$ cat src/rtl/a8_bus_timer.sv
// A8 phi2 bus-cycle timer: synchronises phi2/RST/RW, times each cycle, emits aValid/wValid/rdStrobe.
// Optional statistics counters (cycleCount, abortCount) enabled by defining A8_BUS_STATS_EN.
module a8_bus_timer #(
   parameter int SYNC_STAGES = 2,
   parameter int ADDR_CYC    = 35,
   parameter int WRITE_CYC   = 85,
   parameter int READ_CYC    = 97,
   parameter int TIMEOUT_CYC = 160
) (
   input  logic        clk,
   input  logic        rst,
   input  logic        a8_phi2,
   input  logic        a8_rst_n,
   input  logic        a8_rw_n,
   input  logic [15:0] a8_addr,
   input  logic [7:0]  a8_data,
   output logic        cycleStart,
   output logic        aValid,
   output logic        wValid,
   output logic        rdStrobe,
   output logic [15:0] busAddr,
   output logic [7:0]  busData,
   output logic        busRw_n,
   output logic        phi2Lost,
   output logic        shortCycle
`ifdef A8_BUS_STATS_EN
   ,
   output logic [31:0] cycleCount,
   output logic [15:0] abortCount
`endif
);

   localparam int CW = $clog2(TIMEOUT_CYC + 1);
   localparam logic [CW-1:0] ADDR_C  = CW'(ADDR_CYC);
   localparam logic [CW-1:0] WRITE_C = CW'(WRITE_CYC);
   localparam logic [CW-1:0] READ_C  = CW'(READ_CYC);
   localparam logic [CW-1:0] TO_C    = CW'(TIMEOUT_CYC);

   typedef enum logic [1:0] {IDLE, ADDR_WAIT, ADDR_OK, DATA_OK} state_t;

   state_t                 state, state_nxt;
   logic [CW-1:0]          cnt;
   logic [SYNC_STAGES-1:0] phi2_sync, rstn_sync, rw_sync;
   logic                   phi2_prev;
   logic                   phi2_s, rstn_s, rw_s;
   logic                   fall;
   logic                   start, abort_short, latch_addr, latch_data, read_pt, timeout, drop;

   assign phi2_s = phi2_sync[SYNC_STAGES-1];
   assign rstn_s = rstn_sync[SYNC_STAGES-1];
   assign rw_s   = rw_sync[SYNC_STAGES-1];
   // No cycle may start while the A8 side is held in reset.
   assign fall   = phi2_prev & ~phi2_s & rstn_s;

   always_ff @(posedge clk) begin
      if (rst) begin
         phi2_sync <= '0;
         rstn_sync <= '0;
         rw_sync   <= '1;
         phi2_prev <= 1'b0;
      end else begin
         phi2_sync <= {phi2_sync[SYNC_STAGES-2:0], a8_phi2};
         rstn_sync <= {rstn_sync[SYNC_STAGES-2:0], a8_rst_n};
         rw_sync   <= {rw_sync[SYNC_STAGES-2:0], a8_rw_n};
         phi2_prev <= phi2_s;
      end
   end

   always_ff @(posedge clk) begin
      if (rst) begin
         state <= IDLE;
         cnt   <= '0;
      end else begin
         state <= state_nxt;
         if (start)
            cnt <= CW'(1);
         else if (cnt != TO_C)
            cnt <= cnt + CW'(1);
      end
   end

   always_comb begin
      state_nxt = state;
      if (!rstn_s)
         state_nxt = IDLE;
      else if (fall)
         state_nxt = ADDR_WAIT;
      else if (state != IDLE && cnt == TO_C)
         state_nxt = IDLE;
      else begin
         case (state)
            ADDR_WAIT: if (cnt == ADDR_C) state_nxt = ADDR_OK;
            ADDR_OK:   if ((cnt == WRITE_C && !busRw_n) || (cnt == READ_C && busRw_n))
                          state_nxt = DATA_OK;
            default:   state_nxt = state;
         endcase
      end
   end

   always_comb begin
      start       = fall;
      abort_short = fall && (state == ADDR_WAIT || state == ADDR_OK);
      latch_addr  = (state == ADDR_WAIT) && (state_nxt == ADDR_OK);
      latch_data  = (state == ADDR_OK) && (state_nxt == DATA_OK) && !busRw_n;
      read_pt     = (state == ADDR_OK) && (state_nxt == DATA_OK) && busRw_n;
      timeout     = rstn_s && !fall && (state != IDLE) && (cnt == TO_C);
      drop        = !rstn_s || start || timeout;
   end

   always_ff @(posedge clk) begin
      if (rst) begin
         cycleStart <= 1'b0;
         shortCycle <= 1'b0;
         rdStrobe   <= 1'b0;
         aValid     <= 1'b0;
         wValid     <= 1'b0;
         busAddr    <= '0;
         busData    <= '0;
         busRw_n    <= 1'b1;
         phi2Lost   <= 1'b0;
      end else begin
         cycleStart <= start;
         shortCycle <= abort_short;
         rdStrobe   <= read_pt;
         if (drop)            aValid <= 1'b0;
         else if (latch_addr) aValid <= 1'b1;
         if (drop)            wValid <= 1'b0;
         else if (latch_data) wValid <= 1'b1;
         // Address and data buses are asynchronous; sampled only at their stable points.
         if (latch_addr) begin
            busAddr <= a8_addr;
            busRw_n <= rw_s;
         end
         if (latch_data) busData <= a8_data;
         if (start)        phi2Lost <= 1'b0;
         else if (timeout) phi2Lost <= 1'b1;
      end
   end

`ifdef A8_BUS_STATS_EN
   always_ff @(posedge clk) begin
      if (rst) begin
         cycleCount <= '0;
         abortCount <= '0;
      end else begin
         if (latch_data || read_pt)
            cycleCount <= cycleCount + 32'd1;
         if ((abort_short || timeout) && abortCount != 16'hFFFF)
            abortCount <= abortCount + 16'd1;
      end
   end
`endif

endmodule

$ cat config.mk
export PLATFORM = sky130hd
export DESIGN_NAME = a8_bus_timer
export DESIGN_NICKNAME = d
export VERILOG_FILES = /design/src/rtl/a8_bus_timer.sv
export SDC_FILE = /design/constraint.sdc
export NUM_CORES = 1
export LEC_CHECK = 0
export ABC_AREA = 1
export BUFFER_PORTS_ARGS = -buffer_cell sky130_fd_sc_hd__buf_4
export CAP_MARGIN = 20
export CELL_PAD_IN_SITES_DETAIL_PLACEMENT = 1
export CELL_PAD_IN_SITES_GLOBAL_PLACEMENT = 1
export CORE_MARGIN = 2
export CORE_UTILIZATION = 36
export DETAILED_ROUTE_END_ITERATION = 10
export PLACE_DENSITY_LB_ADDON = 0.1
export SETUP_SLACK_MARGIN = 0.02
export SKIP_CTS_REPAIR_TIMING = 1
export SYNTH_ARGS = -nofsm -noshare
export SYNTH_HDL_FRONTEND = slang
export SYNTH_SLANG_ARGS = --single-unit
$ cat constraint.sdc
create_clock -name clk -period 2.5 [get_ports clk]
set_clock_uncertainty 0.1 [all_clocks]
set_input_delay 0.125 -clock clk [delete_from_list [all_inputs] [get_ports clk]]
set_output_delay 0.125 -clock clk [all_outputs]
set_load 0.02 [all_outputs]
==> impl_results.md <==
* Power per Cell Area at 471 nW/um2
* # clock sinks at 48
* # setup viols final at 0
* Die W at 81.3 um
* Port Buffer Count at 59
* Total track usage at 15.6%
* Clock latency on the worst-skew pair at 300 ps
* Initial antenna violation count at 0
* WL final at 5350 um
* First-pass GRT wire length at 8110 um
* Leak pwr at 1.44 nW
* Hold path cells at 5
* Worst hold path class: input pin to flip-flop
* Adder-Cell Fraction of Synth Area at 4.07%
* Root Buffer: clkbuf_8
* R2R Setup Slk at 330 ps
* Die height at 81.3 um
* Mux contribution to synthesized area at 0%
* CTS tree: done
* Setup TNS Final at 0 ps
* Core Rows at 28
* CP max stage delay at 380 ps
* CP Cell Sequence: inv_1 -> ha_1 -> nand3_1 -> nor2_1 -> nand3_1 -> a21oi_1 -> nand2_2 -> nand2_2 -> nand3_1 -> nand2_1 -> nor2_1
* FMAX at 462 MHz
* Final Critical Period at 2170 ps
* Clk slew on worst S/H paths at 90 ps
* Met2 Wirelength at 2610 um
* Max Cap Violations at 0
* I/O pins at 60
* Register bit total from synthesis at 48
* Compound-Gate Fraction of Synth Area at 5.12%
* Cells after Synth at 300
* Synth Area in XOR/XNOR at 0.815%
* Final worst-path cycle share at 86.6%
* Final ANT Viol Nets at 0
* Initial core utilization at 36.7%
* CP required at 2600 ps
* Met1 Wirelength at 2440 um
* Clock tree buffer depth at 2
* Worst hold margin at 34.5 ps
* Post-Syn Area at 2150 um2
* Area occupied by registers at 961 um2
* YS warnings at 0
* VDD IR-drop max at 0.266 mV
* First DRT Iteration DRCs at 34
* Setup Crit Path Kind: flip-flop to flip-flop
* # H-tree levels at 2
* N_diodes at 0
* Metal3 WL at 220 um
* Largest net degree at the start of global routing at 35
* Placed wire-length estimate at 3680 um
* Arrival time of the worst setup path at 2260 ps
* Mapped Avg Cell Area at 7.17 um2
* Hold endpoint: busData[2]$_SDFFE_PP0P_
* Synth unique cells at 26
* Die ar. at 6600 um2
* Via count at 2041
* FF-to-FF Start: state[0]$_SDFF_PP0_
* Slew Limit Fails at 0
* Worst Max-Slew Pin Slew at 368 ps
* Min-delay src: a8_data[2]
* Simple-gate share of the synthesized area at 33.2%
* Top routing layer used: met4
* Commonest non-fill, non-tap cells in the layout: nand2_1 (68), buf_4 (60), nor2_1 (59)
* GPL Wtd Cong at 0.841
* Fill cells at 744
* DR WL/cell at 11.7 um
* Final routed DRC violation total at 0
* Slew headroom at 75.4%
* R2R depth at 11
* Vias per std cell at 4.47
* DR pass1 iterations at 4
* Fraction of layout cells with a size suffix above 1 at 22.8%
* Crit end category: flip-flop
* P&R area growth vs syn at 37.1%
* Largest family of logic cells by synthesized area: simple AND/OR/NAND/NOR gates
* CTS Buf Count at 5
* Area of the multi-input gates at 930 um2
* Slowest CP cell: ha_1
* CP dominant cell by count: nand3_1
* Crit path max fanout at 18
* Worst reg2reg path endpoint: busData[5]$_SDFFE_PP0P_
* RSZ-0062 raised after global routing: false
* Final hold vios at 0
* Core area at 5850 um2
* Gr ovfl total at 0
* Commonest non-fill, non-tap cell in the layout: nand2_1
* CP Launch Type: flip-flop
* Nets at 417
* Post-Syn Nets at 336
* Vias in the first global route at 1795
* Outcome: completed
* Seq/Total Area, Yosys at 44.7%
[kinds of logic after synthesis]
kind of cell | count (synthesis)
adders and majority gates | 7
DFF | 48
and+or+nand+nor | 163
buffers and inverters | 60
xor gates and xnor gates | 2
AOI/OAI and AO/OA | 20
[metrics by stage]
| stage | std cells | setup slack, ps | util (%) | area, um2 | total power, mW |
|---|---|---|---|---|---|
| 5_1_grt | 457 | 79.2 | 50.4 | 2950 | 1.45 |
| 6_report | 457 | 335 | 50.4 | 2950 | 1.39 |
| 4_1_cts | 435 | 305 | 46.6 | 2730 | 1.38 |
| 2_1_floorplan | 300 | 691 | - | 2150 | 0.832 |
| 3_5_place_dp | 427 | 347 | 45.0 | 2630 | 0.878 |
| 3_3_place_gp | 427 | 372 | 45.0 | 2630 | 0.876 |
[Yosys cell counts]
cell / count / area share (%)
nand2_1: 68 / 12
nor2_1: 59 / 10
dfxtp_1: 48 / 45
inv_1: 48 / 8.4
a21oi_1: 15 / 3.5
nand3_1: 13 / 3.0
ha_1: 7 / 4.1
nor3_1: 6 / 1.4
buf_6: 4 / 2.1
inv_2: 4 / 0.70
nand2_2: 4 / 1.2
buf_2: 3 / 0.70
nand3_2: 3 / 1.4
a31oi_1: 2 / 0.58
nand4_1: 2 / 0.58
nor2_2: 2 / 0.58
nor2_4: 2 / 1.0
or2_2: 2 / 0.58
a211oi_1: 1 / 0.35
a21boi_1: 1 / 0.35
clkbuf_1: 1 / 0.17
nand3_4: 1 / 0.82
nor3_2: 1 / 0.47
o31ai_1: 1 / 0.35
xnor2_1: 1 / 0.41
xor2_1: 1 / 0.41
[worst max-delay path, delay by kind of cell (launching register included)]
family          cells  cell delay (ps)
compound gates      1              170
fa+ha+maj           1              380
buf+inv             1              110
flops               1              370
simple gates        8              930
[state kept, by name, indices dropped and copies added, names as in the netlist]
| signal | cells |
|---|---|
| aValid | 1 |
| busAddr | 16 |
| busData | 8 |
| busRw_n | 1 |
| cnt | 8 |
| cycleStart | 1 |
| phi2Lost | 1 |
| phi2_prev | 1 |
| phi2_sync | 2 |
| rdStrobe | 1 |
| rstn_sync | 2 |
| rw_sync | 2 |
| shortCycle | 1 |
| state | 2 |
| wValid | 1 |
[where the power goes]
group,switching (mW),internal (mW),total (mW)
registers,0.00594,0.773,0.779
logic,0.0436,0.0646,0.108
clock network,0.274,0.227,0.500
[worst max-delay path by stage]
stage                             start                 endpoint  slack, ps  cells after the start
finish              state[0]$_SDFF_PP0_  busData[5]$_SDFFE_PP0P_        330                     11
global route        state[0]$_SDFF_PP0_  busAddr[3]$_SDFFE_PP0P_         80                     11
CTS                 state[0]$_SDFF_PP0_  busAddr[9]$_SDFFE_PP0P_        310                     11
detailed placement  state[1]$_SDFF_PP0_  busAddr[9]$_SDFFE_PP0P_        350                     11
global placement    state[1]$_SDFF_PP0_  busAddr[7]$_SDFFE_PP0P_        370                     11
floorplan           state[1]$_SDFF_PP0_      rdStrobe$_SDFF_PP0_        690                     11
[routing by layer]
metal,vias up,global-route usage (%)
li1,1060,-
met1,930,18.8
met2,43,27.4
met3,8,3.44
met4,0,5.08
met5,-,0
[cell type report]
type | instances | share of cell area, %
clock buffers | 6 | 2.80
clock inverters | 2 | 0.467
inverters | 52 | 6.62
multi-input cells | 192 | 31.5
flip-flops and latches | 48 | 32.6
well taps | 75 | 3.18
repair buffers | 82 | 22.8
(Power assumes the default switching activity.)
